File: config.mk
export PLATFORM = sky130hd
export DESIGN_NAME = pattern_step
export DESIGN_NICKNAME = d
export VERILOG_FILES = /design/src/rtl/data_checker_pkg.sv /design/src/rtl/data_checker_pattern_step.sv
export SDC_FILE = /design/constraint.sdc
export NUM_CORES = 1
export LEC_CHECK = 0
export ABC_AREA = 0
export CAP_MARGIN = 40
export CORE_ASPECT_RATIO = 0.5
export CORE_MARGIN = 5
export CORE_UTILIZATION = 52
export DETAILED_ROUTE_END_ITERATION = 10
export PLACE_DENSITY = 0.95
export SYNTH_ARGS = -nofsm -noshare
export SYNTH_HDL_FRONTEND = slang
export SYNTH_SLANG_ARGS = --single-unit
File: constraint.sdc
create_clock -name vclk -period 8.2
set_input_delay 2.05 -clock vclk [all_inputs]
set_output_delay 2.05 -clock vclk [all_outputs]
set_load 0.02 [all_outputs]
File: src/rtl/data_checker_pkg.sv
// Shared definitions for the pattern generator / checker pair: pattern codes,
// first-word seeds, counter widths and the checker FSM state encoding.
package data_checker_pkg;

  // Word width is tied to eight byte lanes; the byte-lane pattern relies on it
  localparam int DATA_W = 64;
  localparam int CNT_W  = 32;

  // Pattern select codes as seen on the 32-bit pattern port
  localparam logic [1:0]  PAT_BYTECNT = 2'd0;
  localparam logic [1:0]  PAT_CNT64   = 2'd1;
  localparam logic [1:0]  PAT_WALK1   = 2'd2;
  localparam logic [31:0] PAT_LAST    = 32'd2;

  // First word each pattern produces after enable
  localparam logic [DATA_W-1:0] SEED_BYTECNT = 64'h0706_0504_0302_0100;
  localparam logic [DATA_W-1:0] SEED_CNT64   = 64'h0000_0000_0000_0000;
  localparam logic [DATA_W-1:0] SEED_WALK1   = 64'h0000_0000_0000_0001;

  localparam logic [CNT_W-1:0]  CNT_ONE      = {{(CNT_W-1){1'b0}}, 1'b1};

  typedef enum logic [1:0] {
    ST_IDLE  = 2'd0,
    ST_CHECK = 2'd1,
    ST_DONE  = 2'd2
  } state_e;

  // Seed lookup; unsupported codes yield zero so nothing meaningful is seeded
  function automatic logic [DATA_W-1:0] patternSeed(input logic [1:0] pat);
    logic [DATA_W-1:0] seed;
    case (pat)
      PAT_BYTECNT: seed = SEED_BYTECNT;
      PAT_CNT64:   seed = SEED_CNT64;
      PAT_WALK1:   seed = SEED_WALK1;
      default:     seed = '0;
    endcase
    return seed;
  endfunction

endpackage

File: src/rtl/data_checker_pattern_step.sv
// One step of every supported test pattern. Purely combinational and shared
// with the generator so both ends of the link advance identically.
module pattern_step
  import data_checker_pkg::*;
(
  input  logic [1:0]        i_pattern,
  input  logic [DATA_W-1:0] i_cur,
  output logic [DATA_W-1:0] o_next
);

  // Next word: per-lane +8, 64-bit increment, or rotate-left walking one
  always_comb begin
    o_next = i_cur;
    case (i_pattern)
      PAT_BYTECNT: begin
        for (int i = 0; i < DATA_W / 8; i++) begin
          o_next[i*8 +: 8] = i_cur[i*8 +: 8] + 8'd8;
        end
      end
      PAT_CNT64: o_next = i_cur + 64'd1;
      PAT_WALK1: o_next = {i_cur[DATA_W-2:0], i_cur[DATA_W-1]};
      default:   o_next = i_cur;
    endcase
  end

endmodule

==> results of run 1 <==
[stage by stage]
stage	cells	setup WS, ns
6_report	745	0.6724
5_1_grt	745	0.6133
4_1_cts	745	0.8738
3_5_place_dp	745	0.8802
3_3_place_gp	745	0.9380
2_1_floorplan	575	1.909
[placed cells by master (no fill, tap or decap), types with 5 or more instances in the layout]
| master | n |
|---|---|
| a211oi_1 | 12 |
| a31oi_1 | 12 |
| clkdlybuf4s50_1 | 128 |
| nand3_1 | 40 |
| or4_1 | 10 |
| nor3_1 | 22 |
| o31a_1 | 6 |
| and3_1 | 8 |
| nor4_1 | 17 |
| mux2i_1 | 43 |
| ha_1 | 9 |
| buf_4 | 10 |
| and2_1 | 8 |
| o31ai_1 | 6 |
| o211a_1 | 6 |
| mux2_2 | 17 |
| o22ai_1 | 13 |
| nand2_1 | 47 |
| nor2_1 | 46 |
| inv_1 | 7 |
| a21o_1 | 5 |
| a21oi_1 | 33 |
| o21ai_0 | 26 |
| o211ai_1 | 10 |
| or3_1 | 6 |
| nand4_1 | 31 |
[cell type report]
| class | instances | area, um2 | share of cell area [%] |
|---|---|---|---|
| inverters | 9 | 33.78 | 0.6944 |
| multi-input cells | 505 | 3354 | 68.96 |
| well taps | 92 | 115.1 | 2.366 |
| repair buffers | 139 | 1361 | 27.98 |
[metal layers]
metal / global-route usage [%] / vias up
met4: 3.842 / 0
met1: 39.01 / 2348
met3: 3.923 / 47
met2: 46.33 / 336
li1: - / 2414
met5: 0 / -
[worst max-delay path, stage by stage]
cell and delay (ns):
clkdlybuf4s50_1 0.66, ha_1 0.30, nand4_1 0.16, nor4_1 0.65, nand4_1 0.36, or4_1 0.55, nand3_1 0.11, clkdlybuf4s50_1 0.63
[worst paths after layout]
check	start	slack [ns]	to
setup / recovery	i_cur[27]	0.67	o_next[55]
hold / removal	i_pattern[1]	5.18	o_next[49]
[logic make-up after synthesis]
family                   after synthesis  synth area share (%)
multiplexers                          61                 17.59
adder cells (fa/ha/maj)                9                 3.075
buffers and inverters                 70                 8.405
XOR/XNOR                               5                 1.196
AO/OA/AOI/OAI                        162                 30.34
AND/OR/NAND/NOR                      268                 39.39
[power groups by stage]
stage / combinational (W) / sequential [W] / clock, W
2_1_floorplan: 0.000170 / 0 / 0
3_3_place_gp: 0.000290 / 0 / 0
3_5_place_dp: 0.000296 / 0 / 0
4_1_cts: 0.000297 / 0 / 0
5_1_grt: 0.000321 / 0 / 0
6_report: 0.000301 / 0 / 0
==> flow_metrics.py, run 1 <==
metrics = {
    "sta": {
        "clock.fmax_mhz": 132.8,
        "fin_setup_tns_ns": 0,
        "slew_headroom_pct": 44.63,
        "finalSetupViolCount": 0,
        "grt_setup_unrepaired": "no",
        "min_period_over_period_pct": 91.80,
        "hold_viol": 0,
        "hold-worst-slack_ns": 5.182,
        "maxSlewViolCount": 0,
        "min_period_ns": 7.528,
        "worst_pin_slew_ns": 0.8306,
    },
    "run_status": {
        "status": "finished clean",
    },
    "finish": {
        "layout-drive-gt1-share_pct": 7.198,
        "fillCellCount": 546,
        "syn2layout_area_growth_pct": 32.83,
        "final_nets": 730,
        "fin_area_mm2": 0.004865,
        "nClkBuffers": 0,
        "seq_cells": 0,
        "fin_util_pct": 72.04,
        "n_antenna_cell": 0,
        "regArea_um2": 0,
    },
    "detailed_routing": {
        "drc_errors": 0,
        "dr_wl_met3_mm": 1.475,
        "first_pass_iters": 8,
        "routed-wl-met2_mm": 6.303,
        "drt-vias-per-instance": 6.906,
        "routed_wl_mm": 13.71,
        "drtIter0Drc": 844,
        "num_vias": 5145,
        "ant_nets": 0,
        "highest_layer": "met4",
        "post_drt_wl_per_cell_um": 18.41,
        "wl_met1_mm": 5.648,
    },
    "worst_setup_path": {
        "cp_max_fo": 10,
        "worstPathRequired_ns": 6.15,
        "criticalPathCategory": "input pin to output port",
        "worstSetupEndpointType": "output port",
        "crit_arrival_ns": 5.48,
        "cp-start-kind": "input pin",
    },
    "global_route": {
        "grt_pass1_wl_mm": 21.74,
        "antenna_found_initial": 0,
        "grt_pass1_vias": 4335,
        "grt_use_total_pct": 27.91,
        "grt_start_max_net_pins": 87,
        "grt-ovfl-total": 0,
    },
    "yosys": {
        "synth_area_leader_cell": "mux2i_1",
        "netlist_area_mm2": 0.003662,
        "syn_area_per_cell_um2": 6.369,
        "synthTopCellsByArea": "mux2i_1 12%, nand3_1 5.5%, nand4_1 5.3%",
        "yosysMostFrequentCell": "nand2_1",
        "syn_inst": 575,
        "synth_top_area_share_pct": 11.75,
        "yosysUniqueCellTypes": 69,
        "synth-seq-area-share_pct": 0,
        "syn-num-nets": 650,
        "yosys_warnings": 0,
        "synth.cells.most_frequent": "47 x nand2_1, 46 x nor2_1, 43 x mux2i_1, 40 x nand3_1, 37 x clkbuf_1",
    },
    "power_and_ir_drop": {
        "powerDensity_mw_per_mm2": 61.78,
        "power.leakage_nw": 1.686,
        "fin_total_pwr_w": 0.0003005,
        "combinationalPowerShare_pct": 100.0,
        "seqPwrFrac_pct": 0,
        "p_clk_share_pct": 0,
        "switchingPower_w": 0.0001628,
        "worst_ir_drop_vdd_uv": 38.00,
        "switching_share_pct": 54.19,
        "p_int_w": 0.0001377,
    },
    "floorplan": {
        "row_count": 21,
        "start_util_pct": 54.23,
        "fp.dieW_um": 128.7,
        "core_area_mm2": 0.006753,
        "die_area_mm2": 0.008923,
        "io_pins": 130,
        "die_h_um": 69.34,
    },
    "clocking": {
        "ctsResizeCount": 0,
        "ctsHoldBuffers": 0,
        "post_cts_buffers": 0,
    },
    "hold_path": {
        "hp-class": "input pin to output port",
        "holdPathStages": 5,
    },
    "placement": {
        "gp_routability_congestion": 0.9282,
        "hpwl_mm": 10.27,
        "io_buffers": 130,
        "dpl_cell_area_mm2": 0.004865,
    },
    "run": {
        "cap_violations": 0,
    },
}
No activity file was read; power rests on OpenSTA's default activity.
==> run 2, diff against run 1 <==
--- a/config.mk
+++ b/config.mk
@@ -11,6 +11,7 @@
 export CORE_MARGIN = 5
 export CORE_UTILIZATION = 52
 export DETAILED_ROUTE_END_ITERATION = 10
+export GPL_TIMING_DRIVEN = 0
 export PLACE_DENSITY = 0.95
 export SYNTH_ARGS = -nofsm -noshare
 export SYNTH_HDL_FRONTEND = slang
==> run 2 against run 1 <==
  * Setup slack lost 0.61 ns
  * Highest routed layer unchanged
  * Combinational power grew 7.0%
  * First-iteration DRC count grew 38%
  * Largest power group unchanged
  * Fmax shrank 7.5%
  * Utilization grew 0.37 points
  * Critical path type unchanged
  * Cell count grew 4.4%
  * Critical path depth grew 1
  * Via count grew 12%
==> flow_metrics.py, run 2 (synthesized netlist as in run 1, its figures left out) <==
metrics = {
    "finish": {
        "regArea_um2": 0,
        "fin_util_pct": 72.41,
        "seq_cells": 0,
        "mostFrequentLayoutCells": "109 x clkdlybuf4s50_1, 47 x nand2_1, 46 x nor2_1, 43 x mux2i_1, 40 x nand3_1",
        "final_common_cell": "clkdlybuf4s50_1",
        "fillCellCount": 583,
        "multi_input_area_mm2": 0.003354,
        "layout-drive-gt1-share_pct": 7.872,
        "nClkBuffers": 0,
        "fin_area_mm2": 0.004890,
        "n_antenna_cell": 0,
        "syn2layout_area_growth_pct": 33.52,
        "final_nets": 763,
    },
    "worst_setup_path": {
        "worstSetupEndpointType": "output port",
        "cp_max_fo": 10,
        "crit_chain": "clkdlybuf4s50_1 -> ha_1 -> nand4_1 -> nor4_2 -> clkbuf_1 -> and4_1 -> nand3_1 -> o311ai_0 -> clkdlybuf4s50_1",
        "path_delay_family": "buffers and inverters",
        "criticalPathCategory": "input pin to output port",
        "critPathBufInv": 3,
        "cpPeakStageDelay_ns": 0.72,
        "crit_arrival_ns": 6.09,
        "worstPathRequired_ns": 6.15,
        "crit_top_cell": "clkdlybuf4s50_1",
        "cp_slowest_cell": "nor4_2",
        "cp-start-kind": "input pin",
    },
    "floorplan": {
        "start_util_pct": 54.23,
        "core_area_mm2": 0.006753,
        "die_h_um": 69.34,
        "row_count": 21,
        "die_area_mm2": 0.008923,
        "fp.dieW_um": 128.7,
        "io_pins": 130,
    },
    "sta": {
        "finalSetupViolCount": 0,
        "fin_ws_ns": 0.06187,
        "maxSlewViolCount": 0,
        "min_period_over_period_pct": 99.25,
        "slew_headroom_pct": 37.04,
        "clock.fmax_mhz": 122.9,
        "hold_viol": 0,
        "grt_setup_unrepaired": "no",
        "worst_pin_slew_ns": 0.9409,
        "min_period_ns": 8.138,
        "fin_setup_tns_ns": 0,
    },
    "placement": {
        "hpwl_mm": 14.28,
        "io_buffers": 109,
        "dpl_cell_area_mm2": 0.004890,
        "gp_routability_congestion": 1.058,
        "dp_slack_ns": 0.4060,
    },
    "power_and_ir_drop": {
        "powerDensity_mw_per_mm2": 65.83,
        "worst_ir_drop_vdd_uv": 41.37,
        "fin_total_pwr_w": 0.0003219,
        "power.leakage_nw": 1.691,
    },
    "global_route": {
        "antenna_found_initial": 0,
        "grt-ovfl-total": 0,
        "grt_use_total_pct": 40.02,
        "grt_start_max_net_pins": 11,
        "grt_pass1_wl_mm": 28.95,
        "grt_pass1_vias": 5312,
    },
    "detailed_routing": {
        "dr_wl_met3_mm": 3.109,
        "num_vias": 5782,
        "routed-wl-met2_mm": 7.702,
        "highest_layer": "met4",
        "ant_nets": 0,
        "wl_met1_mm": 7.650,
        "drtIter0Drc": 1162,
        "routed_wl_mm": 19.07,
        "first_pass_iters": 8,
        "drt-vias-per-instance": 7.432,
        "drc_errors": 0,
        "post_drt_wl_per_cell_um": 24.51,
    },
    "clocking": {
        "ctsHoldBuffers": 0,
        "ctsResizeCount": 0,
        "post_cts_buffers": 0,
    },
    "hold_path": {
        "hp-class": "input pin to output port",
    },
    "run_status": {
        "status": "finished clean",
    },
    "run": {
        "cap_violations": 0,
    },
}
-- run 2: cell types whose count changed in the layout (fill, tap and decap cells not counted), moves of 6 or more --
cell / before / now
buf_4: 10 / 4
clkbuf_1: 0 / 37
buf_2: 1 / 8
clkdlybuf4s50_1: 128 / 109
buf_1: 0 / 8
-- run 2: path summary, 6_finish.rpt --
check             startpoint          to  slack, ns  cells after the start
setup / recovery    i_cur[0]  o_next[44]       0.06                      9
hold / removal     i_cur[15]  o_next[16]       4.90                      4
-- run 2: through the flow --
stage | cells | hold WS, ns
after floorplan | 575 | 4.275
after global placement | 776 | 4.890
after detailed placement | 778 | 4.897
after CTS | 778 | 4.898
after global routing | 778 | 4.938
final | 778 | 4.896
-- run 2: layer usage --
layer  track usage (%)  vias up
li1                  -     2486
met1             56.32     2664
met2             57.00      546
met3             12.31       86
met4             13.50        0
met5                 0        -
-- run 2: final cells by class --
type,instances,area share (%)
timing repair buffer,111,22.75
inverter,9,0.6909
buffer,61,5.604
multi-input combinational,505,68.60
tap,92,2.354
-- run 2: power by group --
part           switching, W  total [W]  internal, W
clock network             0          0            0
registers                 0          0            0
logic              0.000186   0.000322     0.000136
